### src/rtl/axi_ocp_wr_bridge_pkg.sv
// Shared encodings, FSM state type and default widths for the AXI-to-OCP write bridge.
package axi_ocp_wr_bridge_pkg;

  localparam int DEF_ADDR_W = 32;
  localparam int DEF_DATA_W = 32;
  localparam int DEF_ID_W   = 4;
  localparam int DEF_TAG_W  = 3;
  localparam int DEF_LEN_W  = 4;

  localparam logic [2:0] OCP_CMD_IDLE = 3'b000;
  localparam logic [2:0] OCP_CMD_WR   = 3'b001;

  localparam logic [1:0] OCP_RESP_NULL = 2'b00;
  localparam logic [1:0] OCP_RESP_DVA  = 2'b01;
  localparam logic [1:0] OCP_RESP_FAIL = 2'b10;
  localparam logic [1:0] OCP_RESP_ERR  = 2'b11;

  localparam logic [1:0] AXI_RESP_OKAY   = 2'b00;
  localparam logic [1:0] AXI_RESP_SLVERR = 2'b10;

  typedef enum logic [2:0] {
    ST_IDLE,
    ST_CMD,
    ST_DATA,
    ST_RESP,
    ST_BRSP
  } state_t;

endpackage

### src/rtl/axi_ocp_wr_bridge.sv
// Single-outstanding AXI write burst to OCP write bridge.
// state | meaning
// IDLE  | accept AW; CMD issue OCP WR command; DATA pass W beats through
// RESP  | wait for OCP response; BRSP present AXI B response
module axi_ocp_wr_bridge
  import axi_ocp_wr_bridge_pkg::*;
#(
  parameter int ADDR_W = DEF_ADDR_W,
  parameter int DATA_W = DEF_DATA_W,
  parameter int ID_W   = DEF_ID_W,
  parameter int TAG_W  = DEF_TAG_W,
  parameter int LEN_W  = DEF_LEN_W
) (
  input  logic              clk,
  input  logic              rst,
  input  logic [ADDR_W-1:0] axi_awaddr,
  input  logic [ID_W-1:0]   axi_awid,
  input  logic [LEN_W-1:0]  axi_awlen,
  input  logic              axi_awvalid,
  output logic              axi_awready,
  input  logic [DATA_W-1:0] axi_wdata,
  input  logic [ID_W-1:0]   axi_wid,
  input  logic              axi_wlast,
  input  logic              axi_wvalid,
  output logic              axi_wready,
  output logic [ID_W-1:0]   axi_bid,
  output logic [1:0]        axi_bresp,
  output logic              axi_bvalid,
  input  logic              axi_bready,
  output logic [ADDR_W-1:0] ocp_mAddr,
  output logic [DATA_W-1:0] ocp_mData,
  output logic [2:0]        ocp_mCmd,
  output logic [TAG_W-1:0]  ocp_mTagId,
  output logic [LEN_W:0]    ocp_mBurstLength,
  output logic              ocp_mReqLast,
  output logic              ocp_mDataValid,
  output logic              ocp_mRespAccept,
  input  logic              ocp_sCmdAccept,
  input  logic              ocp_sDataAccept,
  input  logic [1:0]        ocp_sResp
);

  state_t             state_q, state_nxt;
  logic [ADDR_W-1:0]  addr_q;
  logic [ID_W-1:0]    id_q;
  logic [LEN_W-1:0]   len_q;
  logic [LEN_W-1:0]   cnt_q;
  logic               err_q;
  logic [1:0]         bresp_q;
  logic               is_last;
  logic               beat;
  logic               aw_hs;

  assign is_last = (cnt_q == len_q);
  assign beat    = (state_q == ST_DATA) && axi_wvalid && ocp_sDataAccept;
  assign aw_hs   = (state_q == ST_IDLE) && axi_awvalid;

  assign ocp_mAddr        = addr_q;
  assign ocp_mTagId       = id_q[TAG_W-1:0];
  assign ocp_mBurstLength = {1'b0, len_q} + {{LEN_W{1'b0}}, 1'b1};
  assign axi_bid          = id_q;
  assign axi_bresp        = bresp_q;

  always_ff @(posedge clk) begin
    if (rst) state_q <= ST_IDLE;
    else     state_q <= state_nxt;
  end

  always_comb begin
    state_nxt       = state_q;
    axi_awready     = 1'b0;
    axi_wready      = 1'b0;
    axi_bvalid      = 1'b0;
    ocp_mCmd        = OCP_CMD_IDLE;
    ocp_mData       = '0;
    ocp_mDataValid  = 1'b0;
    ocp_mReqLast    = 1'b0;
    ocp_mRespAccept = 1'b0;
    case (state_q)
      ST_IDLE: begin
        // awready must drop while reset is held even though state already reads IDLE
        axi_awready = !rst;
        if (axi_awvalid) state_nxt = ST_CMD;
      end
      ST_CMD: begin
        ocp_mCmd = OCP_CMD_WR;
        if (ocp_sCmdAccept) state_nxt = ST_DATA;
      end
      ST_DATA: begin
        ocp_mDataValid = axi_wvalid;
        ocp_mData      = axi_wdata;
        axi_wready     = ocp_sDataAccept;
        ocp_mReqLast   = is_last;
        if (beat && is_last) state_nxt = ST_RESP;
      end
      ST_RESP: begin
        ocp_mRespAccept = 1'b1;
        if (ocp_sResp != OCP_RESP_NULL) state_nxt = ST_BRSP;
      end
      ST_BRSP: begin
        axi_bvalid = 1'b1;
        if (axi_bready) state_nxt = ST_IDLE;
      end
      default: state_nxt = ST_IDLE;
    endcase
  end

  always_ff @(posedge clk) begin
    if (rst) begin
      addr_q  <= '0;
      id_q    <= '0;
      len_q   <= '0;
      cnt_q   <= '0;
      err_q   <= 1'b0;
      bresp_q <= AXI_RESP_OKAY;
    end else begin
      if (aw_hs) begin
        addr_q <= axi_awaddr;
        id_q   <= axi_awid;
        len_q  <= axi_awlen;
        cnt_q  <= '0;
        err_q  <= 1'b0;
      end
      if (beat) begin
        // protocol violations are only flagged; the beat is still forwarded
        if ((axi_wid != id_q) || (axi_wlast != is_last)) err_q <= 1'b1;
        if (!is_last) cnt_q <= cnt_q + 1'b1;
      end
      if ((state_q == ST_RESP) && (ocp_sResp != OCP_RESP_NULL)) begin
        if ((ocp_sResp == OCP_RESP_FAIL) || (ocp_sResp == OCP_RESP_ERR) || err_q)
          bresp_q <= AXI_RESP_SLVERR;
        else
          bresp_q <= AXI_RESP_OKAY;
      end
    end
  end

endmodule

### config.mk
export PLATFORM = sky130hd
export DESIGN_NAME = axi_ocp_wr_bridge
export DESIGN_NICKNAME = d
export VERILOG_FILES = /design/src/rtl/axi_ocp_wr_bridge_pkg.sv /design/src/rtl/axi_ocp_wr_bridge.sv
export SDC_FILE = /design/constraint.sdc
export NUM_CORES = 1
export LEC_CHECK = 0
export ABC_AREA = 1
export BUFFER_PORTS_ARGS = -buffer_cell sky130_fd_sc_hd__buf_2
export CORE_MARGIN = 2
export CORE_UTILIZATION = 35
export DETAILED_ROUTE_END_ITERATION = 10
export PLACE_DENSITY = 0.8
export RECOVER_POWER = 50
export SLEW_MARGIN = 20
export SYNTH_ARGS = -nofsm -noshare
export SYNTH_HDL_FRONTEND = slang
export SYNTH_SLANG_ARGS = --single-unit
### constraint.sdc
create_clock -name clk -period 1.6 [get_ports clk]
set_clock_uncertainty 0.15 [all_clocks]
set_input_delay 0.24 -clock clk [delete_from_list [all_inputs] [get_ports clk]]
set_output_delay 0.24 -clock clk [all_outputs]
set_load 0.01 [all_outputs]
==> reports/metrics.yaml, run 1 <==
logic_synthesis:
  synthCells: 372
  syn_area_per_cell_um2: 6.67
  synth_top_area_share: 0.395
  synth_warnings: 0
  synth_area_um2: 2480
  ys_types: 27
  synth-seq-cells: 49
  ys_top_cells_by_area: "dfxtp_1 40%, inv_1 13%, a21oi_1 9.5%, nor2_1 7.1%, nand2_1 5.3%"
  yosysSeqAreaShare: 0.395
  synth_top_cell_by_area: "dfxtp_1"
setup_path:
  endpoint_kind: "output port"
  arrival_ns: 1.44
  r2r_setup_slack_ns: 0
  r2r_start: "state_q[2]"
  cp_max_fo: 4
  crit_type: "reg -> out"
  worstReg2RegEnd: "state_q[0]"
  cp.required_ns: 1.21
  critPathLaunchType: "register"
  reg2reg_depth: 10
cells_and_area:
  filler_cell_count: 666
  drive_above_1_share: 0.428
  layout_common_cells: "126 x buf_2, 86 x inv_1, 47 x a21oi_1, 38 x dfxtp_1"
  utilization: 0.573
  final_common_cell: "buf_2"
  final_area_um2: 3910
  syn_to_final_growth_pct: 57.6
  fin_nets: 635
die:
  die-area_um2: 7780
  core_area_um2: 6830
  start_util: 0.363
  die_x_um: 88.2
  num_rows: 30
  ios: 173
  die_y_um: 88.2
clocking:
  h-tree-depth: 2
  cts_root_buf: "clkbuf_8"
  cts_tree: "yes"
  path_clk_slew_ns: 0.09
  insertion_delay_ns: 0.30
  cts_sinks: 49
  numCtsBuffers: 5
  ctsLongestPathBuffers: 2
job:
  drv_cap: 0
detailed_routing:
  dr.pass1.iters: 4
  wl_mm: 7.81
  vias: 2935
  drt-initial-drc-count: 73
  routedWlPerCell_um: 12.1
  drtAntennaViolNets: 0
  drc: 0
  via_per_inst: 4.56
placed_design:
  port-buffer-count: 169
  dpl.hpwl_mm: 5.45
  post-place-ws_ns: -0.0598
  place.gp.congestion: 0.793
  postPlaceCellArea_um2: 3400
run_status:
  status: "complete, but fails checks"
  violations: "setup timing"
sta:
  setup_ws_ns: -0.232
  clock.fmax_ghz: 0.546
  hold_violations: 0
  min_period_ns: 1.83
  fin_crit_sh: 1.15
  setup_viol: 36
  final-max-slew-violation-count: 0
  rsz0062_at_grt: "yes"
min_path:
  min_from: "axi_awaddr[14]"
  hp-class: "in -> reg"
  holdPathStages: 3
  hold_end: "ocp_mAddr[14]"
global_route:
  antenna_found_initial: 1
  grt_pass1_wl_mm: 11.0
  first_global_vias: 2585
  grt_max_degree: 49
  grt_overflow_total: 0
  grt.total_usage: 0.179
pwr:
  powerDensity_nw_per_um2: 1370
  power_mw: 5.37
  leakagePower_nw: 2.01
  ir_drop_uv: 446
[metal layers]
metal  vias up  GRT usage  wire [um]
li1       1480          -          -
met1      1319      0.176       2830
met2       115      0.348       4190
met3        21     0.0490        568
met4         0     0.0730        221
met5         -          0          0
[logic make-up (layout without fill, tap and decap cells)]
group / Yosys count / count (layout) / share of synthesized area
AOI/OAI and AO/OA: 92 / 92 / 0.187
DFF: 49 / 49 / 0.395
buffers and inverters: 116 / 289 / 0.194
other: 1 / 4 / 0.00151
xor gates and xnor gates: 4 / 4 / 0.0141
adders and majority gates: 2 / 2 / 0.0101
and+or+nand+nor: 108 / 108 / 0.199
[final cells by class]
type | instances | area (um2) | share of cell area
multi-input combinational | 209 | 1250 | 0.320
clock inverter | 1 | 8.76 | 0.00224
tap | 96 | 120 | 0.0307
clock buffer | 6 | 72.6 | 0.0186
timing repair buffer | 186 | 1050 | 0.268
inverter | 93 | 368 | 0.0940
sequential | 49 | 1010 | 0.258
antenna | 1 | 2.50 | 0.000640
timing repair inverter | 3 | 28.8 | 0.00736
[what timing repair did]
item                       4_1_cts  5_1_grt
resized for setup               29       91
gates cloned                     3        0
setup buffers                    6        5
setup endpoints to repair       38       46
pin swaps                        3       10
hold buffers                     0        0
hold endpoints to repair         0        0
[worst max-delay path, stage by stage, from the launching register on]
cell	delay, ns
dfxtp_2	0.36
inv_4	0.04
nor3_4	0.25
buf_4	0.18
inv_4	0.05
nor2_1	0.11
buf_2	0.16
[cell usage after synthesis (all sizes together)]
master and n:
ha 2, nor3 3, nand4 2, nand3 9, clkbuf 5, o21ai 44
nor3b 1, a21oi 47, nand3b 1, buf 18, conb 1, nand2 38
nor4 1, xor2 4, inv 93, o21bai 1, nor2 52, or2 1
dfxtp 49
[report_power, final]
group          switching, mW  internal, mW
logic                   1.68          1.17
registers              0.241          1.58
clock network          0.401         0.304
[how the worst max path moves through the flow]
stage | from | to | slack, ns | depth (start not counted)
global placement | state_q[0] | ocp_mData[9] | -0.004 | 4
global route | state_q[1] | ocp_mData[23] | -0.32 | 6
CTS | state_q[1] | ocp_mData[30] | -0.18 | 6
floorplan | state_q[1] | ocp_mData[0] | 0.11 | 5
detailed placement | state_q[0] | ocp_mData[9] | -0.06 | 4
finish | state_q[1] | ocp_mData[3] | -0.23 | 6
[registers in the layout (all words and copies together) (netlist names)]
name	cells
ocp_mAddr	32
axi_bid	4
cnt_q	4
len_q	4
state_q	3
axi_bresp	1
err_q	1
[metrics by stage]
stage	hold slack, ns	TNS [ns]	instances
6_report	0.0521	-6.32	644
5_1_grt	0.0463	-10.39	644
4_1_cts	0.0409	-5.61	638
3_5_place_dp	0.283	-0.230	623
3_3_place_gp	0.278	-0.00408	623
2_1_floorplan	0.264	0	374
(Power assumes the default switching activity.)
==> inputs of run 2 (changes only) <==
- ABC_AREA: 1 -> unset
- PLACE_DENSITY: 0.8 -> 0.81
==> run 2 against run 1 <==
  * The flow still finishes with violations (setup timing)
  * Sequential share of layout area down 2.3 points
  * Combinational power down 58%
  * Critical path depth unchanged
  * Non-clock buffer count up 27
  * Synthesized cell count down 19%
  * Area after synthesis down 6.5%
  * Setup slack better by 0.046 ns
  * Routed wire length up 17%
  * Total power down 38%
  * Sequential power down 23%
  * First-iteration DRC count up 110%
  * Critical endpoint is now ocp_mData[20]
==> reports/metrics.yaml, run 2 <==
setup_path:
  cp_slowest_stage_delay_ns: 0.34  # -0.02 ns
  arrival_ns: 1.40  # -0.04 ns
  endpoint_kind: "output port"
  crit_type: "reg -> out"
  cp_max_fo: 8  # +4
  crit_top_cell: "buf_6"
  worstPathCellList: "nand2b_4 > nor2_4 > buf_6 > buf_16 > and2_4 > buf_6"
  crit_slowest_cell: "dfxtp_2"
  critPathLaunchType: "register"
  r2r_setup_slack_ns: -0.15  # -0.15 ns
  cp.required_ns: 1.21  # about the same
cells_and_area:
  filler_cell_count: 519  # -22%
  drive_above_1_share: 0.601  # +0.173
  fin_nets: 583  # -8.2%
  layout_common_cells: "130 x buf_2, 50 x nand2_1, 39 x dfxtp_1, 30 x buf_6"
  multi_input_area_um2: 1610  # +29%
  diodes: 0  # -1
  final_area_um2: 4260  # +9.0%
  final_common_cell: "buf_2"
  ff_latch_area_um2: 1000  # -0.87%
  syn_to_final_growth_pct: 83.6
  largest_reg_flops: 32  # unchanged
job:
  drv_cap: 0  # unchanged
clocking:
  numCtsBuffers: 5  # unchanged
  cts_root_buf: "clkbuf_8"
  h-tree-depth: 2  # unchanged
  cts_sinks: 49  # unchanged
  path_clk_slew_ns: 0.10  # about the same
  cts_tree: "yes"
  ctsLongestPathBuffers: 2  # unchanged
  insertion_delay_ns: 0.30  # about the same
detailed_routing:
  via_per_inst: 5.07  # +11%
  wl_mm: 9.11  # +17%
  dr.pass1.iters: 4  # unchanged
  vias: 2903  # -1.1%
  drt-initial-drc-count: 152  # +110%
  routedWlPerCell_um: 15.9  # +31%
  drtAntennaViolNets: 0  # unchanged
  drc: 0  # unchanged
pwr:
  powerDensity_nw_per_um2: 777  # -43%
  power_mw: 3.31  # -38%
  ir_drop_uv: 603  # +35%
  leakagePower_nw: 2.01  # about the same
logic_synthesis:
  synth_warnings: 0  # unchanged
  yosys.cell_count.top_type: "nand2_1"
  synth_top_cell_by_area: "dfxtp_1"
  yosysSeqAreaShare: 0.423  # +0.0273
  ys_top_cells_by_area: "dfxtp_1 42%, nand2_1 13%, a21oi_1 10%, and2_1 9.2%, xnor2_1 3.0%"
  synth_ff_type: "dfxtp_1"
  synth_area_um2: 2320  # -6.5%
  synth-adder-area-share: 0.0108  # +0.000696
  synth_compound_area_frac: 0.142  # -0.0448
  synth_commonest_cells: "80 x nand2_1, 49 x dfxtp_1, 48 x a21oi_1"
  synthMuxAreaShare: 0  # unchanged
  synthSimpleGateAreaFrac: 0.309  # +0.111
  synthArstFlopShare: 0  # unchanged
  synthXorXnorAreaFrac: 0.0415  # +0.0274
  syn_area_per_cell_um2: 7.71  # +16%
  synth_top_family_by_area: "simple AND/OR/NAND/NOR gates"
  synthCells: 301  # -19%
  synth-seq-cells: 49  # unchanged
  ys_types: 39  # +44%
  synth_enable_flop_cells: 0  # unchanged
  synth_top_area_share: 0.423  # +0.0273
die:
  ios: 173  # unchanged
  start_util: 0.363  # about the same
  core_area_um2: 6390  # -6.5%
  die-area_um2: 7300  # -6.2%
  die_x_um: 85.4  # -3.1%
  num_rows: 29  # -3.3%
  die_y_um: 85.4  # -3.1%
placed_design:
  place.gp.congestion: 0.887  # +12%
  port-buffer-count: 169  # unchanged
  dpl.hpwl_mm: 5.49  # +0.87%
  postPlaceCellArea_um2: 3300  # -3.0%
sta:
  hold_violations: 0  # unchanged
  setup_viol: 83  # +130%
  rsz0062_at_grt: "yes"
  final-max-slew-violation-count: 0  # unchanged
  clock.fmax_ghz: 0.560  # +2.6%
  setup_ws_ns: -0.186  # +0.0461 ns
  min_period_ns: 1.79  # -0.0461 ns
  fin_crit_sh: 1.12  # -0.0288
min_path:
  hp-class: "in -> reg"
global_route:
  antenna_found_initial: 0  # -1
  first_global_vias: 2712  # +4.9%
  grt_pass1_wl_mm: 12.3  # +12%
  grt.total_usage: 0.208  # +0.0289
  grt_max_degree: 28  # -43%
  grt_overflow_total: 0  # unchanged
run_status:
  status: "complete, but fails checks"
  violations: "setup timing"
run 2: stage by stage:
step,util,setup TNS (ns),instances,worst slack (ns),hold slack (ns)
after global routing,0.667,-13.67,573,-0.249,0.0202
final,0.667,-9.89,573,-0.186,0.0287
after detailed placement,0.517,-0.170,543,-0.0429,0.298
after floorplan,-,-1.30,303,-0.143,0.200
after CTS,0.590,-7.83,562,-0.220,0.0144
after global placement,0.517,-0.0172,543,-0.0151,0.290
run 2: area by class of cell:
cell class / instances / area share
multi-input cells: 223 / 0.378
repair buffers: 213 / 0.341
flip-flops and latches: 49 / 0.235
well taps: 77 / 0.0226
clock buffers: 6 / 0.0170
inverters: 3 / 0.00352
clock inverters: 2 / 0.00235
run 2: logic make-up (layout without fill, tap and decap cells):
family	Yosys count	after routing
AND/OR/NAND/NOR	147	147
AO/OA/AOI/OAI	60	60
flip-flops	49	49
buffers and inverters	31	224
XOR/XNOR	11	11
adder cells (fa/ha/maj)	2	2
other	1	3
run 2: report_power, final:
group | switching [mW] | leakage (nW) | internal [mW] | total [mW]
Combinational | 0.605 | 1.56 | 0.609 | 1.21
Sequential | 0.0855 | 0.406 | 1.31 | 1.40
Clock | 0.398 | 0.0450 | 0.304 | 0.702
run 2: per-layer routing:
layer / vias to the layer above / share of wire / track usage
met5: - / 0 / 0
met1: 1367 / 0.37 / 0.222
li1: 1375 / - / -
met2: 151 / 0.54 / 0.402
met3: 10 / 0.085 / 0.0564
met4: 0 / 0.0098 / 0.0476
run 2: repair_timing:
action,CTS,global route
endpoints found under the setup margin,50,88
hold endpoints to repair,1,0
gates resized for setup,52,127
buffers inserted,6,10
hold buffers,1,0
gates cloned,4,4
pin swaps,16,57
run 2: final timing paths:
check                              startpoint             to  depth (start not counted)
worst min register to register  ocp_mAddr[12]  ocp_mAddr[12]                          2
worst max register to register     state_q[0]       cnt_q[3]                          4
worst min-delay path             axi_awlen[2]       len_q[2]                          3
worst max-delay path               state_q[2]  ocp_mData[20]                          6
run 2: critical path, delay by kind of cell, from the launching register on:
family,cells,cell delay (ns)
buffers and inverters,3,0.33
AND/OR/NAND/NOR,3,0.44
flip-flops,1,0.34
